`config.mk`:
```
export PLATFORM = sky130hd
export DESIGN_NAME = desc_sequencer
export DESIGN_NICKNAME = d
export VERILOG_FILES = /design/src/rtl/desc_sequencer.sv
export SDC_FILE = /design/constraint.sdc
export NUM_CORES = 1
export LEC_CHECK = 0
export BUFFER_PORTS_ARGS = -buffer_cell sky130_fd_sc_hd__buf_4
export CORE_MARGIN = 3
export CORE_UTILIZATION = 40
export DETAILED_ROUTE_END_ITERATION = 8
export HOLD_SLACK_MARGIN = 0.15
export PLACE_DENSITY = 0.66
export SETUP_SLACK_MARGIN = 0.3
export SYNTH_ARGS = -nofsm -noshare
export SYNTH_HDL_FRONTEND = slang
export SYNTH_SLANG_ARGS = --single-unit
```
`constraint.sdc`:
```
create_clock -name w_clock -period 4.8 [get_ports w_clock]
set_input_delay 0.72 -clock w_clock [delete_from_list [all_inputs] [get_ports w_clock]]
set_output_delay 0.72 -clock w_clock [all_outputs]
set_load 0.03 [all_outputs]
```
`src/rtl/desc_sequencer.sv`:
```
// ============================================================================
// desc_sequencer : per-core descriptor table driving staged memory bursts
// Revision 1.0
// ============================================================================
`default_nettype none
`timescale 1ns/1ps

module desc_sequencer #(
  parameter int MAIN_MEM_ADDR_WIDTH = 32,
  parameter int NUM_CORES           = 4,
  parameter int BURST_WIDTH         = 6,
  localparam int CORE_W             = (NUM_CORES > 1) ? $clog2(NUM_CORES) : 1
) (
  input  logic                           w_clock,
  input  logic                           w_reset_n,
  input  logic                           w_cfg_we,
  input  logic [CORE_W-1:0]              w_cfg_core,
  input  logic [1:0]                     w_cfg_stage,
  input  logic [MAIN_MEM_ADDR_WIDTH-1:0] w_cfg_addr,
  input  logic [BURST_WIDTH-1:0]         w_cfg_burst,
  input  logic                           w_job_valid,
  input  logic [CORE_W-1:0]              w_job_core,
  input  logic                           w_job_rw,
  output logic                           w_job_ready,
  output logic                           w_mem_valid,
  input  logic                           w_mem_ready,
  output logic [MAIN_MEM_ADDR_WIDTH-1:0] w_mem_addr,
  output logic                           w_mem_rw,
  output logic [BURST_WIDTH-1:0]         w_mem_burst,
  output logic                           w_done,
  output logic [CORE_W-1:0]              w_done_core
);

  localparam int N_ENT = NUM_CORES * 4;

  typedef enum logic [2:0] {
    ST_IDLE = 3'd0,
    ST_LOAD = 3'd1,
    ST_XFER = 3'd2,
    ST_NEXT = 3'd3,
    ST_DONE = 3'd4
  } state_t;

  logic [MAIN_MEM_ADDR_WIDTH-1:0] tbl_addr_q  [N_ENT];
  logic [MAIN_MEM_ADDR_WIDTH-1:0] tbl_addr_d  [N_ENT];
  logic [BURST_WIDTH-1:0]         tbl_burst_q [N_ENT];
  logic [BURST_WIDTH-1:0]         tbl_burst_d [N_ENT];

  state_t                         state_q, state_d;
  logic [CORE_W-1:0]              core_q, core_d;
  logic                           rw_q, rw_d;
  logic [1:0]                     stage_q, stage_d;
  logic [MAIN_MEM_ADDR_WIDTH-1:0] addr_q, addr_d;
  logic [BURST_WIDTH-1:0]         left_q, left_d;
  logic [BURST_WIDTH-1:0]         mem_burst_q, mem_burst_d;
  logic                           job_ready_q, job_ready_d;
  logic                           mem_valid_q, mem_valid_d;
  logic                           done_q, done_d;

  logic [MAIN_MEM_ADDR_WIDTH-1:0] rd_addr;
  logic [BURST_WIDTH-1:0]         rd_burst;

  // Entry index is core*4 + stage; cores beyond NUM_CORES never match an entry.
  always_comb begin
    for (int e = 0; e < N_ENT; e++) begin
      tbl_addr_d[e]  = tbl_addr_q[e];
      tbl_burst_d[e] = tbl_burst_q[e];
      if (w_cfg_we && (int'(w_cfg_core) == e / 4) && (int'(w_cfg_stage) == e % 4)) begin
        tbl_addr_d[e]  = w_cfg_addr;
        tbl_burst_d[e] = w_cfg_burst;
      end
    end
  end

  always_comb begin
    rd_addr  = '0;
    rd_burst = '0;
    for (int e = 0; e < N_ENT; e++) begin
      if ((int'(core_q) == e / 4) && (int'(stage_q) == e % 4)) begin
        rd_addr  = tbl_addr_q[e];
        rd_burst = tbl_burst_q[e];
      end
    end
  end

  always_comb begin
    state_d     = state_q;
    core_d      = core_q;
    rw_d        = rw_q;
    stage_d     = stage_q;
    addr_d      = addr_q;
    left_d      = left_q;
    mem_burst_d = mem_burst_q;
    case (state_q)
      ST_IDLE: begin
        if (w_job_valid && job_ready_q) begin
          core_d  = w_job_core;
          rw_d    = w_job_rw;
          stage_d = w_job_rw ? 2'd0 : 2'd3;
          state_d = ST_LOAD;
        end
      end
      ST_LOAD: begin
        addr_d      = rd_addr;
        left_d      = rd_burst;
        mem_burst_d = rd_burst;
        state_d     = (rd_burst != '0) ? ST_XFER : ST_NEXT;
      end
      ST_XFER: begin
        if (w_mem_ready) begin
          addr_d      = addr_q + MAIN_MEM_ADDR_WIDTH'(1);
          left_d      = left_q - BURST_WIDTH'(1);
          mem_burst_d = '0;
          if (left_q == BURST_WIDTH'(1)) state_d = ST_NEXT;
        end
      end
      ST_NEXT: begin
        // Reads finish after acts (stage 2); writes have only the psum stage.
        if ((stage_q == 2'd2) || (stage_q == 2'd3)) begin
          state_d = ST_DONE;
        end else begin
          stage_d = stage_q + 2'd1;
          state_d = ST_LOAD;
        end
      end
      ST_DONE: state_d = ST_IDLE;
      default: state_d = ST_IDLE;
    endcase
    job_ready_d = (state_d == ST_IDLE);
    mem_valid_d = (state_d == ST_XFER);
    done_d      = (state_d == ST_DONE);
  end

  always_ff @(posedge w_clock or negedge w_reset_n) begin
    if (!w_reset_n) begin
      for (int e = 0; e < N_ENT; e++) begin
        tbl_addr_q[e]  <= '0;
        tbl_burst_q[e] <= '0;
      end
      state_q     <= ST_IDLE;
      core_q      <= '0;
      rw_q        <= 1'b0;
      stage_q     <= 2'd0;
      addr_q      <= '0;
      left_q      <= '0;
      mem_burst_q <= '0;
      job_ready_q <= 1'b0;
      mem_valid_q <= 1'b0;
      done_q      <= 1'b0;
    end else begin
      tbl_addr_q  <= tbl_addr_d;
      tbl_burst_q <= tbl_burst_d;
      state_q     <= state_d;
      core_q      <= core_d;
      rw_q        <= rw_d;
      stage_q     <= stage_d;
      addr_q      <= addr_d;
      left_q      <= left_d;
      mem_burst_q <= mem_burst_d;
      job_ready_q <= job_ready_d;
      mem_valid_q <= mem_valid_d;
      done_q      <= done_d;
    end
  end

  assign w_job_ready = job_ready_q;
  assign w_mem_valid = mem_valid_q;
  assign w_mem_addr  = addr_q;
  assign w_mem_rw    = rw_q;
  assign w_mem_burst = mem_burst_q;
  assign w_done      = done_q;
  assign w_done_core = core_q;

endmodule

`default_nettype wire

```
# After elaboration in Yosys (flattened, before gate mapping)
# Cells that the tools add are included.
[word_totals] out_inout_bits=44 rom_bits=0 memories=0 latchBits=0 regBits=663 mem_bits_rw=0
[op_classes] div_mod_pow=0 n_addsub=3 n_lt_le_gt_ge=0 mul=0 shifts=0 eq_ne=23 n_reduce_logical=50 bitwise_logic=0 muxes=48
[ops] operator="32-bit two-way mux" count=17
[ops] operator="6-bit two-way mux" count=18
[ops] operator="32-bit case mux with 2 select lines" count=1
[ops] operator="1-bit logical AND" count=37
[ops] operator="32-bit by 1-bit adder with 32-bit output (second input constant)" count=1
[ops] operator="6-bit case mux with 2 select lines" count=2
[ops] operator="2-bit equality test (second input constant)" count=10
[ops] operator="3-bit two-way mux" count=4
[ops] operator="3-bit case mux with 4 select lines" count=1
[ops] operator="3-bit by 2-bit equality test with 1-bit output (second input constant)" count=3
[ops] operator="2-bit by 1-bit equality test with 1-bit output (second input constant)" count=4
[ops] operator="2-bit logical NOT" count=4
[ops] operator="6-bit by 1-bit equality test with 1-bit output (second input constant)" count=1
[ops] operator="3-bit logical NOT" count=2
[ops] operator="2-bit two-way mux" count=3
[ops] operator="2-bit != test (second input constant)" count=3
[ops] operator="6-bit nonzero test" count=1
[ops] operator="6-bit by 1-bit subtractor with 6-bit output (second input constant)" count=1
[ops] operator="2-bit case mux with 2 select lines" count=1
[ops] operator="2-bit AND reduction" count=2
[ops] operator="2-bit nonzero test" count=2
[ops] operator="3-bit by 1-bit equality test with 1-bit output (second input constant)" count=1
[ops] operator="3-bit equality test (second input constant)" count=1
[ops] operator="3-bit AND reduction" count=1
[ops] operator="3 further kinds" count=3

# Longest topological paths before layout
# Gate-level depths: netlist of run 1.
[depth] word_depth=22 mapped_depth=13

# Worst setup path after synthesis of run 1
# Ideal clock, no wire load.
[synth_path] path_type="reg-to-reg" start="reg stage_q[0]" end="reg state_q[0]" path_slack_ps=2548 setup_time_ps=120 path_buffers=2 stages_incl_launch_ff=11 t_arrival_ps=2132 path_cell_list="dfrtp_1 -> ha_1 -> buf_2 -> or3_1 -> buf_2 -> a221oi_2 -> o22ai_1 -> a311oi_2 -> a21oi_1 -> and3_1 -> a31o_1"
[synth_via] elab_chain_len=21 elab_cells_between_ends=43 classes_between="5 x eq/ne; 19 x mux; 19 x reduce/logical"
[synth_lines] element="start, declared" line_no="52" rtl="logic [1:0] stage_q, stage_d;"
[synth_lines] element="start signal, assigned" line_no="156" rtl="stage_q <= stage_d;"
[synth_lines] element="2-bit logical NOT" line_no="79" rtl="if ((int'(core_q) == e / 4) && (int'(stage_q) == e % 4)) begin"
[synth_lines] element="1-bit logical AND" line_no="79"
[synth_lines] element="6-bit two-way mux (16 in series)" line_no="79"
[synth_lines] element="6-bit nonzero test" line_no="107" rtl="state_d = (rd_burst != '0) ? ST_XFER : ST_NEXT;"
[synth_lines] element="1-bit two-way mux" line_no="107"
[synth_lines] element="3-bit case mux with 4 select lines (*)" line_no="94" rtl="case (state_q)"
[synth_lines] element="via state_d[0]" line_no="49" rtl="state_t state_q, state_d;"
[synth_lines] element="end signal, assigned" line_no="153" rtl="state_q <= state_d;"
[synth_lines] element="end, declared" line_no="49"
# The timed path passes the listed nets; every way through them passes the cells marked *.
# A chain may end at the register's enable or synchronous reset.

# Worst setup path after layout of run 1
[layout_path] start="reg stage_q[0]" end="reg addr_q[30] (netlist: w_mem_addr[30])"
[layout_via] elab_chain_len=19 elab_cells_between_ends=37 classes_between="3 x eq/ne; 17 x mux; 17 x reduce/logical"
[layout_lines] element="2-bit logical NOT" line_no="79"
[layout_lines] element="1-bit logical AND" line_no="79"
[layout_lines] element="32-bit two-way mux (15 in series)" line_no="79"
[layout_lines] element="32-bit two-way mux (*)" line_no="79"
[layout_lines] element="32-bit case mux with 2 select lines (*)" line_no="94"
[layout_lines] element="end signal, assigned" line_no="157" rtl="addr_q <= addr_d;"
[layout_lines] element="end, declared" line_no="53" rtl="logic [MAIN_MEM_ADDR_WIDTH-1:0] addr_q, addr_d;"
# Mark *: on every way between the ends. The rest lies on a longest branch, timed or not.

==> results of run 1 <==
[metrics by stage]
stage	power (mW)	cells
2_1_floorplan	12.6	2634
3_3_place_gp	15.3	3600
3_5_place_dp	15.6	3600
4_1_cts	21.1	3722
5_1_grt	22.1	3722
6_report	21.2	3724
[power by group through the flow]
| stage | clock network, mW | registers, mW | logic, mW |
|---|---|---|---|
| 3_5_place_dp | 0 | 8.12 | 7.43 |
| 3_3_place_gp | 0 | 8.03 | 7.30 |
| 6_report | 5.51 | 8.08 | 7.60 |
| 2_1_floorplan | 0 | 8.01 | 4.62 |
| 4_1_cts | 5.58 | 8.03 | 7.47 |
| 5_1_grt | 5.80 | 8.21 | 8.05 |
[worst max-delay path: cells and delay by family (launching register included)]
family                   cells  cell delay (ps)
AO/OA/AOI/OAI                3             1770
AND/OR/NAND/NOR              2              570
adder cells (fa/ha/maj)      1              550
buffers and inverters        1              420
flip-flops                   1              450
[sequential cells by signal, indices dropped and copies added (netlist names)]
register,flops
w_done,1
w_done_core,2
state_q,3
w_mem_valid,1
w_mem_rw,1
w_mem_burst,6
stage_q,2
w_job_ready,1
w_mem_addr,32
left_q,6
tbl_burst_q,96
tbl_addr_q,512
[metal layers]
metal | up-vias | part of all wire (%)
li1 | 9773 | -
met1 | 12200 | 40
met2 | 1147 | 48
met3 | 286 | 7.5
met4 | 2 | 4.6
met5 | - | 0.013
[cell type report]
class	instances	area [sq um]
timing repair buffer	172	1360
multi-input combinational	1697	13400
inverter	38	143
clock inverter	24	268
antenna	2	5.00
fill	6815	41300
clock buffer	98	2050
tap	1030	1290
sequential	663	16600
[path summary, 6_finish.rpt]
check	from	end	slack [ps]
setup / recovery	stage_q[0]	w_mem_addr[30]	830
hold / removal	w_reset_n	tbl_addr_q[6]	200
setup reg to reg	stage_q[0]	w_mem_addr[30]	830
hold reg to reg	w_mem_burst[4]	w_mem_burst[4]	470
max in group asynchronous	w_reset_n	tbl_addr_q[155]	3300
min in group w_clock	w_job_core[0]	w_done_core[0]	340
[cells in the mapped netlist, drive strengths merged, types with 4 or more instances]
cell type	n
a22o	4
nand2	160
dfrtp	663
o31ai	10
a22oi	24
o21a	6
o221ai	26
and3b	6
a221o	22
o211ai	30
o311ai	10
nand4	13
nor2	114
nor2b	17
ha	7
a21o	9
a211oi	15
clkbuf	113
o2111ai	5
a31oi	23
buf	123
o21ai	146
nand3	26
or3	5
nor4	10
nor3	29
and2	5
a21boi	4
o22ai	69
mux2	585
a21oi	108
nand3b	24
a221oi	77
nand2b	18
a2111oi	4
and3	22
nor3b	12
inv	38
a211o	10
[cell families after synthesis]
family,after synthesis,share of synthesized area [%]
flops,663,53.3
compound gates,631,13.8
mux,587,21.2
simple gates,469,7.43
buf+inv,274,3.83
fa+ha+maj,7,0.281
xor+xnor,3,0.0845
==> reports/results.txt, run 1 <==
status: finished clean
Finished Cell Area: 35,200 sq um
Finished Core Util: 46.0%
clk slew on worst S/H paths: 60 ps
Clock Power Share: 26.0%
clk buf depth: 3
initial DRC count: 2,444
Core Rows: 101
met1 Use GR: 31.4%
Post-Syn Area: 31,100 sq um
vias per cell: 6.29
Crit-path slowest cell: a2111oi_0
largest net degree at the start of global routing: 118
total CTS buffers: 69
CP arrival: 4430 ps
GR Overflow Total: 0
Max stage delay on crit path: 840 ps
Yosys cell types: 79
core region area: 76,500 sq um
Post-CTS Setup Inserts: 0
Setup Crit Path Kind: reg -> reg
setup TNS: 0 ps
FF-to-FF path depth: 7
Post-synth top flop: dfrtp_1
startpoint types: register
Post-DP Area: 32,800 sq um
Post-synth EDFFs: 0
vias in the first global route: 24.3k
P_int: 13.1 mW
die footprint: 81,200 sq um
clk_lat worst skew: 620 ps
Reg power frac: 38.1%
top post-synthesis cells by area: dfrtp_1 (53%), mux2_2 (21%), a221oi_1 (2.1%)
fraction of registers with async set/reset: 100%
wire per inst: 27.2 um
worst-path maximum fanout: 42
synth warn: 0
area grow syn2layout: 13.0%
first-pass GRT wire length: 154,000 um
required time of the critical path: 5260 ps
cell leakage power: 14.8 nW
port bufs: 93
sequential fraction of the synthesis area: 53.3%
Top Ports: 94
setup ws final: 829 ps
H-tree levels: 3
half-perimeter wire length after placement: 66,100 um
critical-path cell list: ha_2, buf_4, o21ai_0, a21o_1, nand2_1, a2111oi_0, nor3_1
Pre-antenna DRT Iters: 6
Worst-Margin Slew: 1170 ps
total number of vias: 23.4k
Clock Sinks: 663
Total GRT Usage: 24.6%
Comb pwr share: 35.8%
DIE HEIGHT: 285 um
worst min path class: in -> async
Initial Utilization: 40.7%
CP Capture Type: register
Final ANT Viol Nets: 0
Peak supply drop: 0.309 mV
Switching Fraction: 38.2%
DRC: 0
max cap viols: 0
post-CTS sizing: 0
clk root buf: clkbuf_16
PD cells: 603 nW/um^2
P_sw: 8.09 mW
global placer's final weighted congestion: 0.874
final setup vio count: 0
Synth Register Bits: 663
final WL: 101,000 um
Pins Over Slew Limit: 0
share of layout cells above drive strength 1: 33.6%
Layout Skew: 19.6 ps
crit share post-route: 82.7%
Die X: 285 um
met3 usage in global routing: 4.49%
Avg Cell Area, Syn: 11.8 sq um
post-synth top area cell: dfrtp_1
CTS tree: done
GR Util met2: 40.3%
initial antenna violation count: 2
Post-Synthesis Cells: 2,634
Layout Nets: 2,698
hold slack: 197 ps
Most Crowded Layer GR: met2
f_max: 252 MHz
most frequent cells in the layout: dfrtp_1 (661), mux2_2 (585), buf_4 (166)
Final min period: 3970 ps
top-area cell type share of the netlist area: 53.3%
CTS Hold Bufs: 0
syn_nets: 2,691
Final Hold Fails: 0
post-placement worst setup slack: 896 ps
relative slew slack: 21.3%
commonest non-fill, non-tap cell in the layout: dfrtp_1
RSZ-0062 raised after global routing: no
(Power assumes the default switching activity.)
==> run 2, diff against run 1 <==
Settings changed: PLACE_DENSITY 0.66 to 0.68.
Clock period 4.8 ns to 3.52 ns, I/O delays scaled along.
==> reports/results.txt, run 2 (same netlist as run 1, synthesis figures left out) <==
hold_sp: w_job_core[0]
RSZ-0062 raised after global routing: yes
DRC: 0 (unchanged)
share of layout cells above drive strength 1: 34.7% (+1.1 points)
required time of the critical path: 4000 ps (-1260 ps)
RR Startpoint: stage_q[0]
f_max: 308 MHz (+22%)
largest net degree at the start of global routing: 96 (-19%)
Layout Skew: 15.0 ps (-4.61 ps)
CTS tree: done
Final Hold Fails: 0 (unchanged)
Setup Crit Path Kind: reg -> reg
area grow syn2layout: 14.9%
setup TNS: 0 ps (unchanged)
Die X: 285 um (unchanged)
clk root buf: clkbuf_16
half-perimeter wire length after placement: 67,400 um (+1.9%)
worst min path class: in -> reg
H-tree levels: 3 (unchanged)
PD cells: 824 nW/um^2 (+37%)
Worst-Margin Slew: 1010 ps (-165 ps)
initial DRC count: 2,727 (+12%)
first-pass GRT wire length: 155,000 um (+0.92%)
worst setup path startpoint: stage_q[0]
clk slew on worst S/H paths: 60 ps (about the same)
clk_lat worst skew: 610 ps (about the same)
Top Ports: 94 (unchanged)
clk buf depth: 3 (unchanged)
register bank with the most flops: tbl_addr_q
Pins Over Slew Limit: 0 (unchanged)
CP arrival: 3730 ps (-700 ps)
Pre-antenna DRT Iters: 5 (-1)
max cap viols: 0 (unchanged)
Layout Nets: 2,743 (+1.7%)
Finished Cell Area: 35,800 sq um (+1.7%)
most frequent cells in the layout: dfrtp_1 (661), mux2_2 (585), buf_4 (195)
wire per inst: 27.3 um (+0.15%)
cell leakage power: 15.2 nW (+2.1%)
core region area: 76,500 sq um (unchanged)
CP Capture Type: register
Post-DP Area: 33,300 sq um (+1.4%)
hold slack: 223 ps (+26.3 ps)
Power Total: 29.5 mW (+39%)
vias per cell: 6.36 (+1.1%)
Finished Core Util: 46.8% (+0.79 points)
Total GRT Usage: 24.9% (+0.30 points)
DIE HEIGHT: 285 um (unchanged)
startpoint types: register
die footprint: 81,200 sq um (unchanged)
crit share post-route: 92.3% (+9.5 points)
Clock Sinks: 663 (unchanged)
global placer's final weighted congestion: 0.884 (+1.2%)
Initial Utilization: 40.7% (unchanged)
Final ANT Viol Nets: 0 (unchanged)
relative slew slack: 31.9% (+11 points)
commonest non-fill, non-tap cell in the layout: dfrtp_1
total CTS buffers: 69 (unchanged)
Largest register FFs: 512 (unchanged)
total number of vias: 24.0k (+2.4%)
final setup vio count: 0 (unchanged)
port bufs: 93 (unchanged)
status: finished clean
vias in the first global route: 24.4k (+0.55%)
Final min period: 3250 ps (-723 ps)
Peak supply drop: 0.375 mV (+22%)
final WL: 103,000 um (+1.4%)
GR Overflow Total: 0 (unchanged)
worst-path maximum fanout: 22 (-48%)
initial antenna violation count: 5 (+3)
Core Rows: 101 (unchanged)
==> run 2: path summary, 6_finish.rpt <==
check / end / slack [ps] / depth (start not counted)
max in group asynchronous: tbl_addr_q[119] / 1940 / 3
worst max-delay path: w_mem_addr[2] / 270 / 11
min in group asynchronous: tbl_addr_q[34] / 510 / 2
worst min-delay path: w_done_core[0] / 220 / 2
worst min register to register: w_mem_burst[4] / 480 / 2
worst max register to register: w_mem_addr[2] / 270 / 11
==> run 2: critical path, stage by stage, from the launching register on <==
cell and delay (ps):
dfrtp_1 450, ha_2 630, buf_4 360, nor3_4 130, buf_4 200, buf_12 120, o21a_1 100, a221oi_1 440
o211ai_1 180, o21ai_1 110, o21ai_1 100, a211o_1 280
==> run 2: timing repair <==
action,in CTS,in global routing
gates resized for setup,1,3
setup endpoints to repair,2,10
hold endpoints to repair,62,0
setup buffers,1,3
cloned,0,0
hold buffers,2,0
pin swaps,1,1
==> run 2: where the power goes <==
part           switching, mW  internal, mW
clock network           3.04          4.62
logic                   6.56          4.20
registers               1.49          9.54
total                   11.1          18.4
==> run 2: through the flow <==
step           instances  setup slack [ps]
2_1_floorplan       2634              1270
3_3_place_gp        3639               155
5_1_grt             3770               221
4_1_cts             3765               381
3_5_place_dp        3639               160
6_report            3771               272
==> run 2: layout make-up <==
type | count | area (sq um)
antenna | 3 | 7.51
timing repair buffer | 217 | 1880
fill | 6706 | 40700
clock inverter | 18 | 249
tap | 1030 | 1290
sequential | 663 | 16600
inverter | 38 | 143
multi-input combinational | 1697 | 13500
clock buffer | 105 | 2140
==> run 2: routing by layer <==
| layer | global-route usage (%) | vias up | routed length, um |
|---|---|---|---|
| met4 | 12.3 | 2 | 5090 |
| met5 | 0 | - | 13 |
| li1 | - | 9893 | - |
| met3 | 4.57 | 310 | 9060 |
| met2 | 40.5 | 1353 | 48300 |
| met1 | 32.1 | 12400 | 40400 |
